`src/rtl/pbus_clock_reset_sequencer_pkg.sv`:
```
// Shared definitions for the pbus clock/reset sequencer: command encoding,
// FSM state constants and the interval-timer width rule.
package pbus_clock_reset_sequencer_pkg;

    typedef enum logic [1:0] {
        OP_RESET_PULSE = 2'd0,
        OP_GATE        = 2'd1,
        OP_UNGATE      = 2'd2,
        OP_RSVD        = 2'd3
    } op_e;

    typedef logic [1:0] state_t;

    localparam state_t ST_BOOT_HOLD    = 2'd0;
    localparam state_t ST_BOOT_RELEASE = 2'd1;
    localparam state_t ST_IDLE         = 2'd2;
    localparam state_t ST_PULSE_HOLD   = 2'd3;

    // Wide enough to hold the longest interval the timer is ever loaded with.
    function automatic int tmr_width(input int hold, input int stagger);
        int longest;
        longest = (hold > stagger) ? hold : stagger;
        return $clog2(longest + 1);
    endfunction

endpackage

```
`src/rtl/pbus_clock_reset_sequencer_seq_timer.sv`:
```
// Loadable down-counter; tc is high during the last cycle of a loaded interval.
module pbus_clock_reset_sequencer_seq_timer #(
    parameter int W = 4
) (
    input  logic         clock,
    input  logic         reset,
    input  logic         load,
    input  logic [W-1:0] load_val,
    output logic         tc,
    output logic         idle
);

    logic [W-1:0] cnt;

    always_ff @(posedge clock) begin
        if (reset) begin
            cnt <= '0;
        end else if (load) begin
            cnt <= load_val;
        end else if (cnt != '0) begin
            cnt <= cnt - 1'b1;
        end
    end

    // Loading L makes tc fire in the L-th cycle after the load edge.
    assign tc   = (cnt == W'(1));
    assign idle = (cnt == '0);

endmodule

```
`src/rtl/pbus_clock_reset_sequencer.sv`:
```
// Boot-time staggered reset release and single-member reset/gate commands
// for the peripheral-bus clock group.
//
// state           | meaning
// ----------------+-----------------------------------------------------
// ST_BOOT_HOLD    | all members held in reset for HOLD_CYCLES
// ST_BOOT_RELEASE | releasing one member every STAGGER_CYCLES
// ST_IDLE         | boot complete, accepting commands
// ST_PULSE_HOLD   | one member held in reset (clock forced on) for HOLD_CYCLES
module pbus_clock_reset_sequencer
    import pbus_clock_reset_sequencer_pkg::*;
#(
    parameter int N_MEMBERS      = 4,
    parameter int HOLD_CYCLES    = 8,
    parameter int STAGGER_CYCLES = 4,
    parameter int IDX_W          = (N_MEMBERS > 1) ? $clog2(N_MEMBERS) : 1
) (
    input  logic                 clock,
    input  logic                 reset,
    input  logic                 req_valid,
    output logic                 req_ready,
    input  logic [1:0]           req_op,
    input  logic [IDX_W-1:0]     req_member,
    output logic [N_MEMBERS-1:0] member_reset,
    output logic [N_MEMBERS-1:0] member_clk_en,
    output logic                 boot_done,
    output logic                 cmd_done,
    output logic                 cmd_err
);

    localparam int TMR_W = tmr_width(HOLD_CYCLES, STAGGER_CYCLES);
    localparam logic [TMR_W-1:0] HOLD_LOAD  = TMR_W'(HOLD_CYCLES);
    localparam logic [TMR_W-1:0] STAG_LOAD  = TMR_W'(STAGGER_CYCLES);
    localparam logic [TMR_W-1:0] FIRST_LOAD = TMR_W'(HOLD_CYCLES - 1);

    state_t               state;
    logic [IDX_W-1:0]     rel_idx;
    logic [IDX_W-1:0]     next_idx;
    logic [N_MEMBERS-1:0] next_mask;
    logic [N_MEMBERS-1:0] req_mask;
    logic [N_MEMBERS-1:0] pulse_mask;
    logic                 saved_en;
    logic                 member_ok;
    logic                 req_legal;
    logic                 accept;
    logic                 hold_done;
    logic                 last_release;
    logic                 tmr_load;
    logic [TMR_W-1:0]     tmr_val;
    logic                 tmr_tc;
    logic                 tmr_idle;

    pbus_clock_reset_sequencer_seq_timer #(
        .W(TMR_W)
    ) u_timer (
        .clock    (clock),
        .reset    (reset),
        .load     (tmr_load),
        .load_val (tmr_val),
        .tc       (tmr_tc),
        .idle     (tmr_idle)
    );

    if (2**IDX_W > N_MEMBERS) begin : g_range
        assign member_ok = (req_member < IDX_W'(N_MEMBERS));
    end else begin : g_full
        assign member_ok = 1'b1;
    end

    assign next_idx     = rel_idx + 1'b1;
    assign next_mask    = N_MEMBERS'(1) << next_idx;
    assign req_mask     = N_MEMBERS'(1) << req_member;
    assign req_legal    = member_ok && (req_op != OP_RSVD);
    assign accept       = req_valid && req_ready;
    assign last_release = (next_idx == IDX_W'(N_MEMBERS - 1));

    // The timer comes out of reset idle, so the boot hold is armed by loading
    // HOLD_CYCLES-1 in cycle 0; a one-cycle hold simply uses that idle cycle.
    assign hold_done = (HOLD_CYCLES == 1) ? tmr_idle : tmr_tc;

    always_comb begin
        tmr_load = 1'b0;
        tmr_val  = '0;
        case (state)
            ST_BOOT_HOLD: begin
                if (hold_done) begin
                    if (N_MEMBERS > 1) begin
                        tmr_load = 1'b1;
                        tmr_val  = STAG_LOAD;
                    end
                end else if (tmr_idle) begin
                    tmr_load = 1'b1;
                    tmr_val  = FIRST_LOAD;
                end
            end
            ST_BOOT_RELEASE: begin
                if (tmr_tc && !last_release) begin
                    tmr_load = 1'b1;
                    tmr_val  = STAG_LOAD;
                end
            end
            ST_IDLE: begin
                if (accept && req_legal && (req_op == OP_RESET_PULSE)) begin
                    tmr_load = 1'b1;
                    tmr_val  = HOLD_LOAD;
                end
            end
            default: ;
        endcase
    end

    always_ff @(posedge clock) begin
        if (reset) begin
            state         <= ST_BOOT_HOLD;
            rel_idx       <= '0;
            member_reset  <= '1;
            member_clk_en <= '1;
            req_ready     <= 1'b0;
            boot_done     <= 1'b0;
            cmd_done      <= 1'b0;
            cmd_err       <= 1'b0;
            pulse_mask    <= '0;
            saved_en      <= 1'b0;
        end else begin
            cmd_done <= 1'b0;
            cmd_err  <= 1'b0;
            case (state)
                ST_BOOT_HOLD: begin
                    if (hold_done) begin
                        member_reset[0] <= 1'b0;
                        if (N_MEMBERS == 1) begin
                            state     <= ST_IDLE;
                            boot_done <= 1'b1;
                            req_ready <= 1'b1;
                        end else begin
                            state <= ST_BOOT_RELEASE;
                        end
                    end
                end
                ST_BOOT_RELEASE: begin
                    if (tmr_tc) begin
                        member_reset <= member_reset & ~next_mask;
                        rel_idx      <= next_idx;
                        if (last_release) begin
                            state     <= ST_IDLE;
                            boot_done <= 1'b1;
                            req_ready <= 1'b1;
                        end
                    end
                end
                ST_IDLE: begin
                    if (accept) begin
                        if (!req_legal) begin
                            cmd_done <= 1'b1;
                            cmd_err  <= 1'b1;
                        end else begin
                            case (op_e'(req_op))
                                OP_GATE: begin
                                    member_clk_en <= member_clk_en & ~req_mask;
                                    cmd_done      <= 1'b1;
                                end
                                OP_UNGATE: begin
                                    member_clk_en <= member_clk_en | req_mask;
                                    cmd_done      <= 1'b1;
                                end
                                OP_RESET_PULSE: begin
                                    saved_en      <= |(member_clk_en & req_mask);
                                    pulse_mask    <= req_mask;
                                    member_clk_en <= member_clk_en | req_mask;
                                    member_reset  <= member_reset | req_mask;
                                    req_ready     <= 1'b0;
                                    state         <= ST_PULSE_HOLD;
                                end
                                default: ;
                            endcase
                        end
                    end
                end
                ST_PULSE_HOLD: begin
                    if (tmr_tc) begin
                        member_reset  <= member_reset & ~pulse_mask;
                        member_clk_en <= saved_en ? (member_clk_en | pulse_mask)
                                                  : (member_clk_en & ~pulse_mask);
                        cmd_done      <= 1'b1;
                        req_ready     <= 1'b1;
                        state         <= ST_IDLE;
                    end
                end
                default: state <= ST_BOOT_HOLD;
            endcase
        end
    end

endmodule

```
`config.mk`:
```
export PLATFORM = sky130hd
export DESIGN_NAME = pbus_clock_reset_sequencer
export DESIGN_NICKNAME = d
export VERILOG_FILES = /design/src/rtl/pbus_clock_reset_sequencer_pkg.sv /design/src/rtl/pbus_clock_reset_sequencer_seq_timer.sv /design/src/rtl/pbus_clock_reset_sequencer.sv
export SDC_FILE = /design/constraint.sdc
export NUM_CORES = 1
export LEC_CHECK = 0
export ABC_CLOCK_PERIOD_IN_PS = 3800
export CAP_MARGIN = 20
export CORE_MARGIN = 3
export CORE_UTILIZATION = 57
export DETAILED_ROUTE_END_ITERATION = 10
export GPL_TIMING_DRIVEN = 1
export PLACE_DENSITY = 0.88
export SLEW_MARGIN = 20
export SYNTH_ARGS = -nofsm -noshare
export SYNTH_HDL_FRONTEND = slang
export SYNTH_SLANG_ARGS = --single-unit
```
`constraint.sdc`:
```
create_clock -name clock -period 3.8 [get_ports clock]
set_clock_uncertainty 0.2 [all_clocks]
set_input_delay 0.57 -clock clock [delete_from_list [all_inputs] [get_ports clock]]
set_output_delay 0.57 -clock clock [all_outputs]
set_load 0.01 [all_outputs]
```
==> flow_summary.ini, run 1 <==
[layout]
fin_area_mm2 = 0.00153
num-nets-final = 181
diodes = 0
area_growth_pct = 16.1
drive_above_1_share_pct = 6.63

[global_route]
grt_pass1_wl_um = 5260
gr-usage-met2_pct = 39.7
use_met3_pct = 6.65
gr-usage-met1_pct = 31.8
first_global_vias = 1130
overflow = 0
gr-max-usage-layer = met2
globalRouteTotalUtil_pct = 24.8
grt_max_degree = 26
antenna_found_initial = 0

[yosys]
yosys.area.top_type_share_pct = 38.0
synth_top_family_by_area = simple AND/OR/NAND/NOR gates
netlist_top_cells_area = dfxtp_1, ha_1, mux2i_1
yosysSeqAreaShare_pct = 38.0
yosysMostFrequentCell = dfxtp_1
yosys.area_share.simple_pct = 24.2
synthAdderAreaFrac_pct = 6.65
ys_async_sr_fraction_pct = 0
synth_ff_type = dfxtp_1
avgSynthCellArea_um2 = 8.72
yosysTopAreaCell = dfxtp_1
synth_mux_area_share_pct = 7.79
syn_nets = 165
ys_top_cells_by_count = dfxtp_1, nor2_1, nand2_1
synth_xor_area_share_pct = 2.00
synthCells = 151
synth_edf_count = 0
synth_seq_cells = 25
synth_compound_area_share_pct = 17.1
yosys_warnings = 0
synthDistinctLibCells = 35
synth_area_mm2 = 0.00132

[power]
swShare_pct = 35.2
cellPowerDensity_mw_per_mm2 = 461
p_switching_mw = 0.248
power_frac_comb_pct = 35.6
p_int_mw = 0.456
power_frac_clock_pct = 17.8
vdd_drop_max_mv = 0.305
p_leak_nw = 0.586
pwr-share-seq_pct = 46.6

[routing]
vias = 1173
totalWireLength_um = 3030
wl_per_cell_um = 15.7
vias_per_cell = 6.08
drc = 0
drt_iter0_markers = 54
antenna_left = 0
first_pass_iters = 4

[setup_path]
critPathMaxFanout = 19
start_kind = flip-flop
cpPeakStageDelay_ns = 0.85
crit_chain = nand4b_4, nor3_2, nand2_1, a21oi_1
worstReg2RegStart = state[1]$_SDFFE_PP0P_
cp.required_ns = 3.84
crit_arrival_ns = 2.27
cp_top_family = simple AND/OR/NAND/NOR gates
path_buf_inv = 0
worst_setup_path_end_kind = flip-flop
critical_path_class = reg2reg
cp-startpoint = state[1]$_SDFFE_PP0P_
crit_path_top_delay_cell = dfxtp_1

[placed_design]
dp_hpwl_um = 2220
numPortBuffers = 18
place_ws_ns = 1.37
dpl_cell_area_mm2 = 0.00150
gp_routability_congestion = 0.834

[timing]
tightest_slew_ns = 0.844
setup_viol = 0
whs_ns = 0.297
grt_setup_unrepaired = false
setup_ws_ns = 1.57
hold_viol = 0
min_period_ns = 2.23
report.final.slew_viol_count = 0
maxSlewHeadroom_pct = 43.6
fin_tns_setup_ns = 0
fmax_mhz = 448
period_share_pct = 58.8

[die]
die_h_um = 54.1
core_mm2 = 0.00206
die-area_mm2 = 0.00292
row_count = 16
dieWidth_um = 54.1
start_util_pct = 63.8
io_pins = 19

[clocking]
post-cts-setup-buffers = 0
path_clk_slew_ns = 0.15
h-tree-depth = 1
insertion_delay_ns = 0.34
clockBufferDepth = 2
cts-root-buf = clkbuf_4
numCtsBuffers = 3
cts.repair.resized = 0
cts.sinks = 25
hold_buffers = 0
cts_tree = built

[worst_hold_path]
min_from = boot_done$_SDFFE_PP0P_
hold_class = reg2reg

[flow_run]
maxCapViolations = 0

[outcome]
status = complete, no violations
## stage by stage
step                instances  total power, mW  utilization (%)
finish                    193            0.704             74.1
floorplan                 151            0.523                -
global placement          189            0.565             72.6
global route              193            0.750             74.1
CTS                       193            0.702             74.1
detailed placement        189            0.581             72.6
## tightest hold or removal path, cell delays in order (launching register included)
cell and delay (ns):
dfxtp_1 0.36, nor2_1 0.05, nor2_1 0.07
## metal layers
layer  part of all wire (%)  vias up
met1                     42      548
met3                    8.5       10
met4                    2.2        0
met5                      0        -
met2                     48       53
li1                       -      562
## power groups by stage
stage / sequential (mW) / combinational [mW] / clock (mW)
finish: 0.328 / 0.251 / 0.126
global route: 0.333 / 0.286 / 0.131
CTS: 0.327 / 0.250 / 0.124
detailed placement: 0.332 / 0.249 / 0
global placement: 0.331 / 0.234 / 0
floorplan: 0.320 / 0.202 / 0
## final timing paths
path,to,slack [ns],cells past startpoint
hold reg to reg,boot_done$_SDFFE_PP0P_,0.30,2
setup / recovery,saved_en$_SDFFE_PP0P_,1.57,4
setup reg to reg,saved_en$_SDFFE_PP0P_,1.57,4
hold / removal,boot_done$_SDFFE_PP0P_,0.30,2
## final cells by class
class	instances	area, µm²
clock inverter	1	7.51
sequential	25	500
tap	27	33.8
timing repair buffer	18	180
fill	161	534
inverter	6	22.5
clock buffer	3	22.5
multi-input combinational	113	761
## kinds of logic after synthesis
group,Yosys count
buf+inv,13
fa+ha+maj,7
flops,25
compound gates,35
simple gates,59
xor+xnor,3
mux,9
## placed cells by master, fill, tap and decap left out, types with 5 or more instances in the layout
cell type        Yosys  routed
a21oi_1             12      12
clkdlybuf4s50_1      0      18
dfxtp_1             25      25
ha_1                 7       7
inv_1                6       6
mux2i_1              8       8
nand2_1             14      14
nor2_1              19      19
nor3_1               5       5
o21ai_0              9       9
(Power assumes the default switching activity.)
==> run 2: changes to the inputs <==
ABC_CLOCK_PERIOD_IN_PS = 2300   (was 3800)
CORE_UTILIZATION = 53   (was 57)
PLACE_DENSITY = 0.83   (was 0.88)
clock period = 2.3 ns   (was 3.8 ns; I/O delays follow)
==> run 2 against run 1 <==
Routed wire length shrank 1.5%. Highest routed layer unchanged. First-iteration DRC count decreased by 44%. Largest power group unchanged. Sequential share of layout area down 0.66 points. Register-to-register slack got worse by 1.2 ns. Combinational power grew 67%. Critical path depth rose by 2. Worst hold slack worse by 0.019 ns. Final area increased by 2.0%.
==> flow_summary.ini, run 2 (synthesized netlist as in run 1, its figures left out) <==
[setup_path]
critical_path_class = reg2reg
path_buf_inv = 1
crit_arrival_ns = 1.97
cp-startpoint = rel_idx[0]$_SDFFE_PP0P_
critPathMaxFanout = 4
worst_setup_path_end_kind = flip-flop
regToRegSetupSlack_ns = 0.35
crit_path_top_delay_cell = dfxtp_1
cp.required_ns = 2.31
worstReg2RegStart = rel_idx[0]$_SDFFE_PP0P_
cp-endpoint = u_timer.cnt[0]$_SDFFE_PP0P_
r2r_end = u_timer.cnt[0]$_SDFFE_PP0P_
crit_chain = inv_1, ha_1, nand2b_1, a2111oi_2, or3_1, o21ai_0
r2r_cells = 6
cp_top_family = compound AO/OA/AOI/OAI gates
worst-path-stages = 6
cpPeakStageDelay_ns = 0.44
start_kind = flip-flop

[routing]
drc = 0
antenna_left = 0
drt_iter0_markers = 30
vias = 1155
totalWireLength_um = 2980
vias_per_cell = 5.83
first_pass_iters = 4
wl_per_cell_um = 15.1

[global_route]
first_global_vias = 1078
grt_pass1_wl_um = 4870
overflow = 0
antenna_found_initial = 0
globalRouteTotalUtil_pct = 18.8
grt_max_degree = 19

[layout]
final_util_pct = 68.5
area_growth_pct = 18.4
final_cell_mix = dfxtp_1, nor2_1, clkdlybuf4s50_1
layout_commonest_cell = dfxtp_1
diodes = 0
drive_above_1_share_pct = 8.82
num-nets-final = 185

[power]
p_leak_nw = 0.606
power_frac_comb_pct = 36.0
power_frac_clock_pct = 17.7
p_switching_mw = 0.413
swShare_pct = 35.4
cellPowerDensity_mw_per_mm2 = 748
vdd_drop_max_mv = 0.438
pwr-share-seq_pct = 46.4
p_int_mw = 0.754

[die]
core_mm2 = 0.00228
die_h_um = 55.8
dieWidth_um = 55.8
die-area_mm2 = 0.00312
io_pins = 19
row_count = 17
start_util_pct = 57.8

[timing]
grt_setup_unrepaired = false
setup_viol = 0
period_share_pct = 85.0
fmax_mhz = 512
maxSlewHeadroom_pct = 71.2
min_period_ns = 1.95
hold_viol = 0
report.final.slew_viol_count = 0
tightest_slew_ns = 0.430
fin_tns_setup_ns = 0

[clocking]
cts.repair.resized = 0
insertion_delay_ns = 0.32
post-cts-setup-buffers = 0
numCtsBuffers = 3
h-tree-depth = 1
cts_tree = built
path_clk_slew_ns = 0.16
clockBufferDepth = 2
hold_buffers = 0
cts-root-buf = clkbuf_4
cts.sinks = 25

[flow_run]
maxCapViolations = 0

[placed_design]
dp_hpwl_um = 2190
gp_routability_congestion = 0.848
numPortBuffers = 18

[worst_hold_path]
hold_class = reg2reg

[outcome]
status = complete, no violations
-- run 2: final cells by class --
| type | count | area (µm²) |
|---|---|---|
| clock buffers | 3 | 22.5 |
| clock inverters | 1 | 7.51 |
| fillers | 177 | 717 |
| inverters | 6 | 22.5 |
| multi-input cells | 113 | 761 |
| flip-flops and latches | 25 | 500 |
| well taps | 28 | 35.0 |
| repair buffers | 22 | 210 |
-- run 2: power groups by stage --
stage | combinational, mW | sequential, mW | clock, mW
after floorplan | 0.334 | 0.529 | 0
after global placement | 0.394 | 0.546 | 0
after detailed placement | 0.415 | 0.548 | 0
after CTS | 0.422 | 0.539 | 0.214
after global routing | 0.461 | 0.548 | 0.227
final | 0.420 | 0.541 | 0.206
-- run 2: worst min path at each step --
stage,from,end,slack (ns),depth (start not counted)
after global placement,saved_en$_SDFFE_PP0P_,saved_en$_SDFFE_PP0P_,0.24,2
after detailed placement,saved_en$_SDFFE_PP0P_,saved_en$_SDFFE_PP0P_,0.25,2
after floorplan,saved_en$_SDFFE_PP0P_,saved_en$_SDFFE_PP0P_,0.23,2
after CTS,saved_en$_SDFFE_PP0P_,saved_en$_SDFFE_PP0P_,0.27,2
after global routing,saved_en$_SDFFE_PP0P_,saved_en$_SDFFE_PP0P_,0.30,2
final,saved_en$_SDFFE_PP0P_,saved_en$_SDFFE_PP0P_,0.28,2
-- run 2: stage by stage --
stage | area (µm²) | hold WS [ns] | setup slack (ns) | total power, mW | std cells
detailed placement | 1530 | 0.253 | 0.330 | 0.963 | 194
global route | 1560 | 0.298 | 0.182 | 1.24 | 198
global placement | 1530 | 0.243 | 0.355 | 0.940 | 194
finish | 1560 | 0.277 | 0.346 | 1.17 | 198
floorplan | 1320 | 0.232 | 0.608 | 0.863 | 151
CTS | 1560 | 0.272 | 0.344 | 1.17 | 198
-- run 2: layer usage --
layer  GRT usage, %  up-vias  part of all wire, %
met1           25.6      552                   47
met2           31.9       28                   48
met5              0        -                    0
li1               -      571                    -
met4           2.37        0                 0.44
met3           3.48        4                  4.7
-- run 2: worst min-delay path, cell delays in order (launching register included) --
cell	delay (ns)
dfxtp_1	0.34
nand2_1	0.06
a21oi_1	0.06
==> run 3: changes to the inputs <==
ABC_CLOCK_PERIOD_IN_PS = 1730   (was 2300)
CORE_UTILIZATION = 48   (was 53)
PLACE_DENSITY = 0.8   (was 0.83)
clock period = 1.73 ns   (was 2.3 ns; I/O delays follow)
==> run 3 against run 2 <==
The flow now finishes with violations (setup timing). Die area up 9.3%. Final area up 14%. Sequential power up 35%. Highest routed layer unchanged. Utilization up 1.6 points. Critical path depth unchanged. Flip-flop and latch count unchanged. Total power up 62%. Sequential share of layout area down 3.6 points. Worst hold slack better by 0.024 ns. Clock power up 32%. Count of clock-buffer cells in the layout up 1. Fmax up 13%.
==> flow_summary.ini, run 3 (synthesized netlist as in run 1, its figures left out) <==
[routing]
antenna_left = 0
drt_iter0_markers = 69
vias = 1277
vias_per_cell = 5.97
wl_per_cell_um = 15.6
drc = 0
totalWireLength_um = 3330
first_pass_iters = 4

[worst_hold_path]
hold_class = reg2reg

[clocking]
cts_tree = built
numCtsBuffers = 3
insertion_delay_ns = 0.33
path_clk_slew_ns = 0.13
cts-root-buf = clkbuf_4
clockBufferDepth = 2
cts.sinks = 25
h-tree-depth = 1

[timing]
fin_tns_setup_ns = -0.00214
setup_ws_ns = -0.00214
hold_viol = 0
setup_viol = 1
whs_ns = 0.301
grt_setup_unrepaired = true
period_share_pct = 100
fmax_mhz = 577
min_period_ns = 1.73
tightest_slew_ns = 0.382
report.final.slew_viol_count = 0
maxSlewHeadroom_pct = 74.5

[layout]
num-fill-cells = 190
regArea_um2 = 509
diodes = 0
drive_above_1_share_pct = 23.9
multiInputGateArea_um2 = 840
num-nets-final = 199
layout_commonest_cell = dfxtp_1
area_growth_pct = 35.6
final_cell_mix = dfxtp_1, nor2_1, buf_4

[global_route]
grt_max_degree = 14
antenna_found_initial = 0
globalRouteTotalUtil_pct = 20.3
first_global_vias = 1113
grt_pass1_wl_um = 5260
overflow = 0

[placed_design]
gp_routability_congestion = 0.896
numPortBuffers = 18
dp_hpwl_um = 2360

[die]
dieWidth_um = 58.4
die_h_um = 58.4
io_pins = 19
start_util_pct = 51.7
row_count = 18
die-area_mm2 = 0.00341
core_mm2 = 0.00254

[power]
power_mw = 1.89
p_leak_nw = 0.710
vdd_drop_max_mv = 0.887
cellPowerDensity_mw_per_mm2 = 1060

[setup_path]
cp.required_ns = 1.76
critical_path_class = reg2reg
crit_chain = inv_4, ha_4, or3b_4, nor2_4, a22oi_1, mux2i_1
worst_setup_path_end_kind = flip-flop
crit_arrival_ns = 1.76
start_kind = flip-flop
path_buf_inv = 1
crit_path_top_delay_cell = or3b_4
cpPeakStageDelay_ns = 0.43
cp_top_family = simple AND/OR/NAND/NOR gates
critPathMaxFanout = 4

[outcome]
status = finished, violations left
failed_checks = setup timing

[flow_run]
maxCapViolations = 0
run 3: final timing paths:
path                               start                    endpoint  slack [ns]  depth (start not counted)
max reg2reg  u_timer.cnt[1]$_SDFFE_PP0P_                   flip-flop      -0.002                          6
min           pulse_mask[0]$_SDFFE_PP0P_  pulse_mask[0]$_SDFFE_PP0P_        0.30                          2
min reg2reg   pulse_mask[0]$_SDFFE_PP0P_  pulse_mask[0]$_SDFFE_PP0P_        0.30                          2
max          u_timer.cnt[1]$_SDFFE_PP0P_                   flip-flop      -0.002                          6
run 3: layout make-up:
| class | instances | share of cell area [%] |
|---|---|---|
| clock buffers | 4 | 1.47 |
| inverters | 6 | 1.40 |
| multi-input cells | 113 | 47.1 |
| flip-flops and latches | 25 | 28.5 |
| well taps | 30 | 2.10 |
| repair buffers | 36 | 19.4 |
run 3: through the flow:
step | util, % | area, µm² | instances | setup WS [ns]
after global placement | 64.2 | 1630 | 208 | -0.126
after CTS | 67.7 | 1720 | 212 | 0.000573
final | 70.1 | 1780 | 214 | -0.00214
after global routing | 70.1 | 1780 | 214 | -0.0568
after detailed placement | 64.2 | 1630 | 208 | -0.157
after floorplan | - | 1320 | 151 | 0.0383
run 3: worst reg2reg max path: cells and delay by family (launching register included):
kind	cells	cell delay [ns]
buf+inv	1	0.08
fa+ha+maj	1	0.17
flops	1	0.36
simple gates	2	0.57
mux	1	0.13
compound gates	1	0.12
run 3: what timing repair did:
item                                    in CTS  in global routing
pin swaps                                    4                  3
endpoints found under the setup margin      12                 23
gates resized for setup                     17                 14
buffers inserted                             0                  2
hold buffers                                 0                  0
run 3: metal layers:
| layer | GRT usage, % | up-vias | wire (µm) |
|---|---|---|---|
| met3 | 4.82 | 9 | 226 |
| met2 | 33.5 | 51 | 1600 |
| met1 | 26.5 | 612 | 1430 |
| met4 | 5.30 | 0 | 79 |
| met5 | 0 | - | 0 |
| li1 | - | 605 | - |
run 3: power by group:
group          leakage [nW]  switching, mW  internal, mW
clock network        0.0150          0.180        0.0907
logic                 0.491          0.406         0.486
registers             0.204         0.0854         0.645
total                 0.710          0.672          1.22
